`src/rtl/gshare_pht.sv`:
```
// gshare pattern history table with an in-order queue of in-flight predictions.
// The table index is index_i XOR the speculative global history register.
// Each entry holds an N-bit saturating counter and a valid bit.
// Optional feature macro: GSHARE_PHT_BYPASS_EN. When it is defined, a lookup
// that hits the entry being resolved in the same cycle sees the post-update counter.
module gshare_pht #(
    parameter int INDEX_WIDTH = 6,
    parameter int CTR_WIDTH   = 2,
    parameter int HIST_WIDTH  = 4,
    parameter int QUEUE_DEPTH = 4
) (
    input  logic                           clk_i,
    input  logic                           rst_ni,
    input  logic                           en_i,
    input  logic                           lookup_valid_i,
    output logic                           lookup_ready_o,
    input  logic [INDEX_WIDTH-1:0]         index_i,
    input  logic                           fallback_i,
    output logic                           taken_o,
    input  logic                           resolve_valid_i,
    input  logic                           resolve_taken_i,
    input  logic                           flush_i,
    output logic                           mispredict_o,
    output logic [HIST_WIDTH-1:0]          ghr_o,
    output logic [$clog2(QUEUE_DEPTH):0]   count_o
);

    localparam int SIZE  = 1 << INDEX_WIDTH;
    localparam int PTR_W = $clog2(QUEUE_DEPTH);
    localparam int CNT_W = PTR_W + 1;

    localparam logic [CTR_WIDTH-1:0] CTR_ONE = CTR_WIDTH'(1);
    localparam logic [CTR_WIDTH-1:0] CTR_MAX = {CTR_WIDTH{1'b1}};
    // Weak-taken is the smallest value with the MSB set; weak-not-taken is one below it.
    localparam logic [CTR_WIDTH-1:0] WEAK_T  = CTR_ONE << (CTR_WIDTH - 1);
    localparam logic [CTR_WIDTH-1:0] WEAK_NT = WEAK_T - CTR_ONE;

    // ------------------------------------------------------------------
    // State
    // ------------------------------------------------------------------
    logic [CTR_WIDTH-1:0]   ctr_reg    [SIZE];
    logic [CTR_WIDTH-1:0]   ctr_next   [SIZE];
    logic                   valid_reg  [SIZE];
    logic                   valid_next [SIZE];

    // Queue payload: hashed index, the prediction made, and the GHR at lookup time.
    logic [INDEX_WIDTH-1:0] q_idx_reg  [QUEUE_DEPTH];
    logic [HIST_WIDTH-1:0]  q_snap_reg [QUEUE_DEPTH];
    logic [QUEUE_DEPTH-1:0] q_pred_reg;

    logic [PTR_W-1:0]       head_reg, head_next;
    logic [PTR_W-1:0]       tail_reg, tail_next;
    logic [CNT_W-1:0]       count_reg, count_next;
    logic [HIST_WIDTH-1:0]  ghr_reg, ghr_next;
    logic                   mispredict_reg;

    // ------------------------------------------------------------------
    // Lookup side
    // ------------------------------------------------------------------
    logic [INDEX_WIDTH-1:0] ghr_ext;
    logic [INDEX_WIDTH-1:0] hidx;
    logic                   hit;
    logic [CTR_WIDTH-1:0]   rd_ctr;

    // The GHR is zero-extended so it only folds into the low index bits.
    assign ghr_ext = INDEX_WIDTH'(ghr_reg);
    assign hidx    = index_i ^ ghr_ext;
    assign hit     = valid_reg[hidx];
    assign rd_ctr  = ctr_reg[hidx];

    // ------------------------------------------------------------------
    // Resolve side (always refers to the oldest queued entry)
    // ------------------------------------------------------------------
    logic [INDEX_WIDTH-1:0] head_idx;
    logic                   head_pred;
    logic [HIST_WIDTH-1:0]  head_snap;
    logic [CTR_WIDTH-1:0]   head_ctr;
    logic [CTR_WIDTH-1:0]   res_ctr;
    logic                   queue_empty;
    logic                   resolve_acc;
    logic                   mispredict;
    logic                   squash;
    logic                   lookup_acc;
    logic                   alloc;

    assign head_idx    = q_idx_reg[head_reg];
    assign head_pred   = q_pred_reg[head_reg];
    assign head_snap   = q_snap_reg[head_reg];
    assign head_ctr    = ctr_reg[head_idx];

    assign queue_empty    = (count_reg == '0);
    assign lookup_ready_o = (count_reg < CNT_W'(QUEUE_DEPTH));

    // A resolve against an empty queue is dropped silently.
    assign resolve_acc = en_i & resolve_valid_i & ~queue_empty;
    assign mispredict  = resolve_acc & (resolve_taken_i ^ head_pred);
    assign squash      = mispredict | (en_i & flush_i);

    // Saturating increment/decrement of the head entry's counter.
    always_comb begin
        res_ctr = head_ctr;
        if (resolve_taken_i) begin
            if (head_ctr != CTR_MAX) begin
                res_ctr = head_ctr + CTR_ONE;
            end
        end else begin
            if (head_ctr != '0) begin
                res_ctr = head_ctr - CTR_ONE;
            end
        end
    end

    // ------------------------------------------------------------------
    // Prediction
    // ------------------------------------------------------------------
`ifdef GSHARE_PHT_BYPASS_EN
    logic bypass_hit;

    // Only a correct resolve can forward; a mispredict discards the lookup anyway.
    assign bypass_hit = resolve_acc & ~mispredict & (head_idx == hidx) & hit;
    assign taken_o    = bypass_hit ? res_ctr[CTR_WIDTH-1]
                      : (hit ? rd_ctr[CTR_WIDTH-1] : fallback_i);
`else
    assign taken_o    = hit ? rd_ctr[CTR_WIDTH-1] : fallback_i;
`endif

    assign lookup_acc = en_i & lookup_valid_i & lookup_ready_o & ~squash;
    assign alloc      = lookup_acc & ~hit;

    // ------------------------------------------------------------------
    // History shifting (a 1-bit history has no older bits to keep)
    // ------------------------------------------------------------------
    logic [HIST_WIDTH-1:0] ghr_spec;
    logic [HIST_WIDTH-1:0] ghr_repair;

    generate
        if (HIST_WIDTH == 1) begin : g_hist_one
            assign ghr_spec   = taken_o;
            assign ghr_repair = resolve_taken_i;
        end else begin : g_hist_many
            assign ghr_spec   = {ghr_reg[HIST_WIDTH-2:0], taken_o};
            assign ghr_repair = {head_snap[HIST_WIDTH-2:0], resolve_taken_i};
        end
    endgenerate

    // ------------------------------------------------------------------
    // Per-entry next state: resolve update takes priority over allocation
    // ------------------------------------------------------------------
    genvar gi;
    generate
        for (gi = 0; gi < SIZE; gi++) begin : g_entry
            logic res_sel;
            logic alloc_sel;

            assign res_sel         = resolve_acc & (head_idx == INDEX_WIDTH'(gi));
            assign alloc_sel       = alloc & (hidx == INDEX_WIDTH'(gi));
            assign ctr_next[gi]    = res_sel   ? res_ctr
                                   : alloc_sel ? (fallback_i ? WEAK_T : WEAK_NT)
                                   : ctr_reg[gi];
            assign valid_next[gi]  = valid_reg[gi] | alloc_sel;
        end
    endgenerate

    // ------------------------------------------------------------------
    // Queue pointer and history next state
    // ------------------------------------------------------------------
    always_comb begin
        head_next = head_reg + PTR_W'(resolve_acc);
        if (squash) begin
            // Emptying the queue means tail catches up with head.
            tail_next  = head_next;
            count_next = '0;
        end else begin
            tail_next  = tail_reg + PTR_W'(lookup_acc);
            count_next = count_reg + CNT_W'(lookup_acc) - CNT_W'(resolve_acc);
        end

        if (mispredict) begin
            ghr_next = ghr_repair;
        end else if (lookup_acc) begin
            ghr_next = ghr_spec;
        end else begin
            ghr_next = ghr_reg;
        end
    end

    // Table counters and valid bits; reset clears every entry.
    always_ff @(posedge clk_i) begin
        if (!rst_ni) begin
            for (int i = 0; i < SIZE; i++) begin
                ctr_reg[i]   <= '0;
                valid_reg[i] <= 1'b0;
            end
        end else begin
            ctr_reg   <= ctr_next;
            valid_reg <= valid_next;
        end
    end

    // Queue payload is written at the tail on an accepted lookup; no reset needed.
    always_ff @(posedge clk_i) begin
        if (rst_ni && lookup_acc) begin
            q_idx_reg[tail_reg]  <= hidx;
            q_pred_reg[tail_reg] <= taken_o;
            q_snap_reg[tail_reg] <= ghr_reg;
        end
    end

    // Pointers, occupancy, speculative history and the mispredict pulse.
    always_ff @(posedge clk_i) begin
        if (!rst_ni) begin
            head_reg       <= '0;
            tail_reg       <= '0;
            count_reg      <= '0;
            ghr_reg        <= '0;
            mispredict_reg <= 1'b0;
        end else begin
            head_reg       <= head_next;
            tail_reg       <= tail_next;
            count_reg      <= count_next;
            ghr_reg        <= ghr_next;
            mispredict_reg <= mispredict;
        end
    end

    assign mispredict_o = mispredict_reg;
    assign ghr_o        = ghr_reg;
    assign count_o      = count_reg;

endmodule

```
`config.mk`:
```
export PLATFORM = sky130hd
export DESIGN_NAME = gshare_pht
export DESIGN_NICKNAME = d
export VERILOG_FILES = /design/src/rtl/gshare_pht.sv
export SDC_FILE = /design/constraint.sdc
export NUM_CORES = 1
export LEC_CHECK = 0
export ABC_AREA = 1
export BUFFER_PORTS_ARGS = -buffer_cell sky130_fd_sc_hd__buf_2
export CAP_MARGIN = 20
export CORE_MARGIN = 2
export CORE_UTILIZATION = 45
export CTS_CLUSTER_SIZE = 24
export DETAILED_ROUTE_END_ITERATION = 10
export SYNTH_ARGS = -nofsm -noshare
export SYNTH_HDL_FRONTEND = slang
export SYNTH_SLANG_ARGS = --single-unit
export TNS_END_PERCENT = 1
```
`constraint.sdc`:
```
create_clock -name clk_i -period 3.2 [get_ports clk_i]
set_clock_uncertainty 0.15 [all_clocks]
set_input_delay 0.48 -clock clk_i [delete_from_list [all_inputs] [get_ports clk_i]]
set_output_delay 0.48 -clock clk_i [all_outputs]
set_load 0.02 [all_outputs]
```
==> flow_results.xml <==
<?xml version="1.0" encoding="UTF-8"?>
<metrics>
  <group name="critical_path">
    <metric name="worst-path-buf-inv" unit="">3</metric>
    <metric name="critPathArrivalTime" unit="ps">2630</metric>
    <metric name="timing.critical_path.fanout_max" unit="">4</metric>
    <metric name="crit-reg2reg-launch" unit="">ghr_o[0]</metric>
    <metric name="timing.critical_path.slowest_cell_delay" unit="ps">410</metric>
    <metric name="crit_path_start" unit="">ghr_o[1]</metric>
    <metric name="cp-start-kind" unit="">flop</metric>
    <metric name="end_kind" unit="">output pin</metric>
    <metric name="worstPathRequired" unit="ps">2570</metric>
    <metric name="criticalPathCategory" unit="">flop to output pin</metric>
    <metric name="critPathMostFrequentCell" unit="">nand2_2</metric>
    <metric name="timing.critical_path.slowest_stage_cell" unit="">dfxtp_4</metric>
    <metric name="critical-path-top-delay-family" unit="">simple AND/OR/NAND/NOR gates</metric>
    <metric name="crit_chain" unit="">xor2_4 -&gt; nor2_4 -&gt; buf_12 -&gt; clkbuf_16 -&gt; a21oi_1 -&gt; nand2_1 -&gt; nand2_2 -&gt; nand2_2 -&gt; o21ai_2 -&gt; nand2_2 -&gt; nor2_4 -&gt; a21boi_4 -&gt; buf_6</metric>
  </group>
  <group name="timing">
    <metric name="fraction_of_the_cycle_the_final_worst_path_needs" unit="">1.02</metric>
    <metric name="timing.final.crit_period" unit="ps">3260</metric>
    <metric name="final-hold-violation-count" unit="">0</metric>
    <metric name="rsz_0062_raised_after_global_routing" unit="">true</metric>
    <metric name="final-max-slew-violation-count" unit="">0</metric>
    <metric name="postLayoutSetupSlackWorst" unit="ps">-63.0</metric>
    <metric name="worst-slew-pin-transition" unit="ps">886</metric>
    <metric name="max-slew-margin-rel" unit="">0.408</metric>
    <metric name="report.final.setup_viol" unit="">1</metric>
    <metric name="fin_hold_ws" unit="ps">106</metric>
    <metric name="timing.fmax" unit="MHz">306</metric>
  </group>
  <group name="floorplanning">
    <metric name="core_region_area" unit="sq um">32600</metric>
    <metric name="start_util" unit="">0.457</metric>
    <metric name="floorplan.die.width" unit="um">186</metric>
    <metric name="die_area" unit="sq um">34600</metric>
    <metric name="design.portCount" unit="">24</metric>
    <metric name="die_height" unit="um">186</metric>
    <metric name="row_count" unit="">66</metric>
  </group>
  <group name="cells_and_area">
    <metric name="antenna-diode-count" unit="">0</metric>
    <metric name="postLayoutCellArea" unit="sq um">19000</metric>
    <metric name="final_cell_count_no_fill" unit="">3049</metric>
    <metric name="final_core_util" unit="">0.582</metric>
    <metric name="layout.filler_cells" unit="">3171</metric>
    <metric name="final_nets" unit="">2603</metric>
    <metric name="drive_gt1_frac" unit="">0.181</metric>
    <metric name="largest_reg_flops" unit="">128</metric>
    <metric name="area.growth.synth_to_final" unit="%">27.3</metric>
  </group>
  <group name="drt">
    <metric name="drt-initial-drc-count" unit="">1990</metric>
    <metric name="wire_length_reported_by_the_detailed_router" unit="mm">64.2</metric>
    <metric name="detailroute.via_count" unit="">17200</metric>
    <metric name="detail_route.first_pass.iterations" unit="">6</metric>
    <metric name="drc" unit="">0</metric>
    <metric name="via_density_per_instance" unit="">5.63</metric>
    <metric name="wl_per_cell" unit="um">21.1</metric>
    <metric name="final_antenna_net_count" unit="">0</metric>
  </group>
  <group name="logic_synthesis">
    <metric name="yosys_cell_types" unit="">39</metric>
    <metric name="syn-instance-count" unit="">2405</metric>
    <metric name="synth_area_per_cell" unit="sq um">6.20</metric>
    <metric name="mappedNetlistNets" unit="">2424</metric>
    <metric name="seq_area_frac_synth" unit="">0.355</metric>
    <metric name="dominantRegCellSynth" unit="">dfxtp_1</metric>
    <metric name="synth_enable_flop_cells" unit="">40</metric>
    <metric name="netlist_area" unit="sq um">14900</metric>
    <metric name="synth.area.top_cells" unit="">dfxtp_1, nand3_1, nand2_1</metric>
    <metric name="postSynthRegisterBits" unit="">244</metric>
    <metric name="synth_warnings" unit="">0</metric>
    <metric name="postSynth.asyncResetShare" unit="">0</metric>
    <metric name="yosysTopAreaCellShare" unit="">0.274</metric>
    <metric name="synth_top_cell_by_area" unit="">dfxtp_1</metric>
  </group>
  <group name="clocking">
    <metric name="cts.path.max_buffers" unit="">3</metric>
    <metric name="clock-sinks" unit="">244</metric>
    <metric name="clock_tree_root" unit="">clkbuf_16</metric>
    <metric name="holdBufCountCts" unit="">0</metric>
    <metric name="worst_skew_pair.late_latency" unit="ps">580</metric>
    <metric name="tritoncts" unit="">built</metric>
    <metric name="clock_tree.htree_level_count" unit="">1</metric>
    <metric name="cts_inserted_buffers" unit="">30</metric>
    <metric name="worst_setup_hold_path_clk_slew" unit="ps">60</metric>
  </group>
  <group name="run_status">
    <metric name="status" unit="">complete, but fails checks</metric>
    <metric name="violations" unit="">setup timing</metric>
  </group>
  <group name="worst_hold_path">
    <metric name="hp-start" unit="">index_i[4]</metric>
    <metric name="hold_path_class" unit="">input pin to flop</metric>
  </group>
  <group name="placed_design">
    <metric name="gp_congestion" unit="">0.996</metric>
    <metric name="half_perimeter_wire_length_of_the_detailed_placement_result" unit="mm">43.6</metric>
    <metric name="portBuffers" unit="">23</metric>
    <metric name="place_area" unit="sq um">16900</metric>
    <metric name="dpl.cell_count" unit="">2966</metric>
  </group>
  <group name="grt">
    <metric name="grt_usage" unit="">0.365</metric>
    <metric name="global_route_wire_length_before_repair" unit="mm">94.4</metric>
    <metric name="grt_start_max_net_pins" unit="">66</metric>
    <metric name="overflow" unit="">0</metric>
    <metric name="first_global_vias" unit="">15900</metric>
    <metric name="antenna_violations_before_repair" unit="">1</metric>
  </group>
  <group name="power_and_ir_drop">
    <metric name="ir_drop" unit="mV">0.444</metric>
    <metric name="totalPowerFinal" unit="uW">9300</metric>
    <metric name="p_leak" unit="uW">0.00789</metric>
    <metric name="power_density" unit="nW/um^2">490</metric>
  </group>
  <group name="run">
    <metric name="drv_cap" unit="">0</metric>
  </group>
</metrics>
==> worst paths after layout <==
path,endpoint,slack [ps],depth (start not counted)
worst min register to register,valid_reg[59],300,2
worst min-delay path,q_idx_reg[1][4],110,1
worst max register to register,ctr_reg[28],40,26
worst max-delay path,taken_o,-60,13
==> final cells by class <==
| cell class | instances | area, sq um | share of cell area |
|---|---|---|---|
| multi-input combinational | 1691 | 8230 | 0.433 |
| sequential | 244 | 5300 | 0.279 |
| timing repair buffer | 272 | 2570 | 0.136 |
| inverter | 345 | 1300 | 0.0686 |
| clock buffer | 35 | 811 | 0.0427 |
| tap | 442 | 553 | 0.0291 |
| clock inverter | 20 | 213 | 0.0112 |
==> metrics by stage <==
step	setup slack [ps]	TNS (ps)
after floorplan	-90.4	-90.4
after global placement	-200	-2790
after detailed placement	-187	-2950
after CTS	-13.0	-13.0
after global routing	-101	-549
final	-63.0	-63.0
==> worst register-to-register path, delay by kind of cell, from the launching register on <==
kind / cells / cell delay, ps
buffers and inverters: 11 / 1360
AO/OA/AOI/OAI: 1 / 70
flip-flops: 1 / 380
AND/OR/NAND/NOR: 14 / 1080
==> metal layers <==
| metal | wire length, um | up-vias | track usage |
|---|---|---|---|
| li1 | - | 8065 | - |
| met1 | 25700 | 7862 | 0.482 |
| met2 | 27300 | 999 | 0.562 |
| met3 | 7100 | 247 | 0.0743 |
| met4 | 4010 | 0 | 0.190 |
| met5 | 0 | - | 0 |
==> placed cells by master (no fill, tap or decap), types with 11 or more instances in the layout <==
| cell type | instances |
|---|---|
| buf_12 | 32 |
| buf_4 | 194 |
| dfxtp_1 | 200 |
| buf_6 | 16 |
| clkbuf_16 | 34 |
| edfxtp_1 | 40 |
| inv_1 | 330 |
| nand3_1 | 393 |
| nand2_1 | 456 |
| nor2_2 | 13 |
| inv_2 | 11 |
| nor2_1 | 388 |
| a21oi_1 | 191 |
| nand3b_1 | 30 |
| nand2_2 | 48 |
| nand4_1 | 44 |
| a22oi_2 | 11 |
| a21oi_2 | 12 |
| o21ai_0 | 12 |
| buf_2 | 22 |
==> timing repair <==
item                       CTS  global route
resized for setup           94            99
pin swaps                   31            38
cloned                       5             3
setup endpoints to repair    1           122
buffers inserted            18             9
==> synth_stat cells, types with 3 or more instances <==
library cell,n
nand3_1,396
o21ai_1,3
o211ai_1,8
inv_2,11
nor2_2,8
buf_6,6
nand3_2,8
clkbuf_1,46
buf_4,11
o22ai_1,3
edfxtp_1,40
inv_1,333
nand2_1,508
nor3_1,5
ha_1,4
o21ai_0,29
nand3b_1,30
buf_2,50
buf_1,12
a21oi_1,202
nor2_1,401
a22oi_1,16
nand4_1,44
xnor2_1,5
dfxtp_1,204
nand2_2,6
==> power breakdown <==
part | switching [uW] | leakage, uW | internal (uW)
clock network | 1430 | 0.000502 | 2130
registers | 32.6 | 0.00201 | 3170
logic | 1670 | 0.00538 | 880
==> cell families after synthesis <==
kind of cell	count (synthesis)	share of synthesized area
buffers and inverters	470	0.128
XOR/XNOR	8	0.00571
flip-flops	244	0.355
adder cells (fa/ha/maj)	5	0.00470
AND/OR/NAND/NOR	1408	0.410
AO/OA/AOI/OAI	270	0.0965
(Power assumes the default switching activity.)
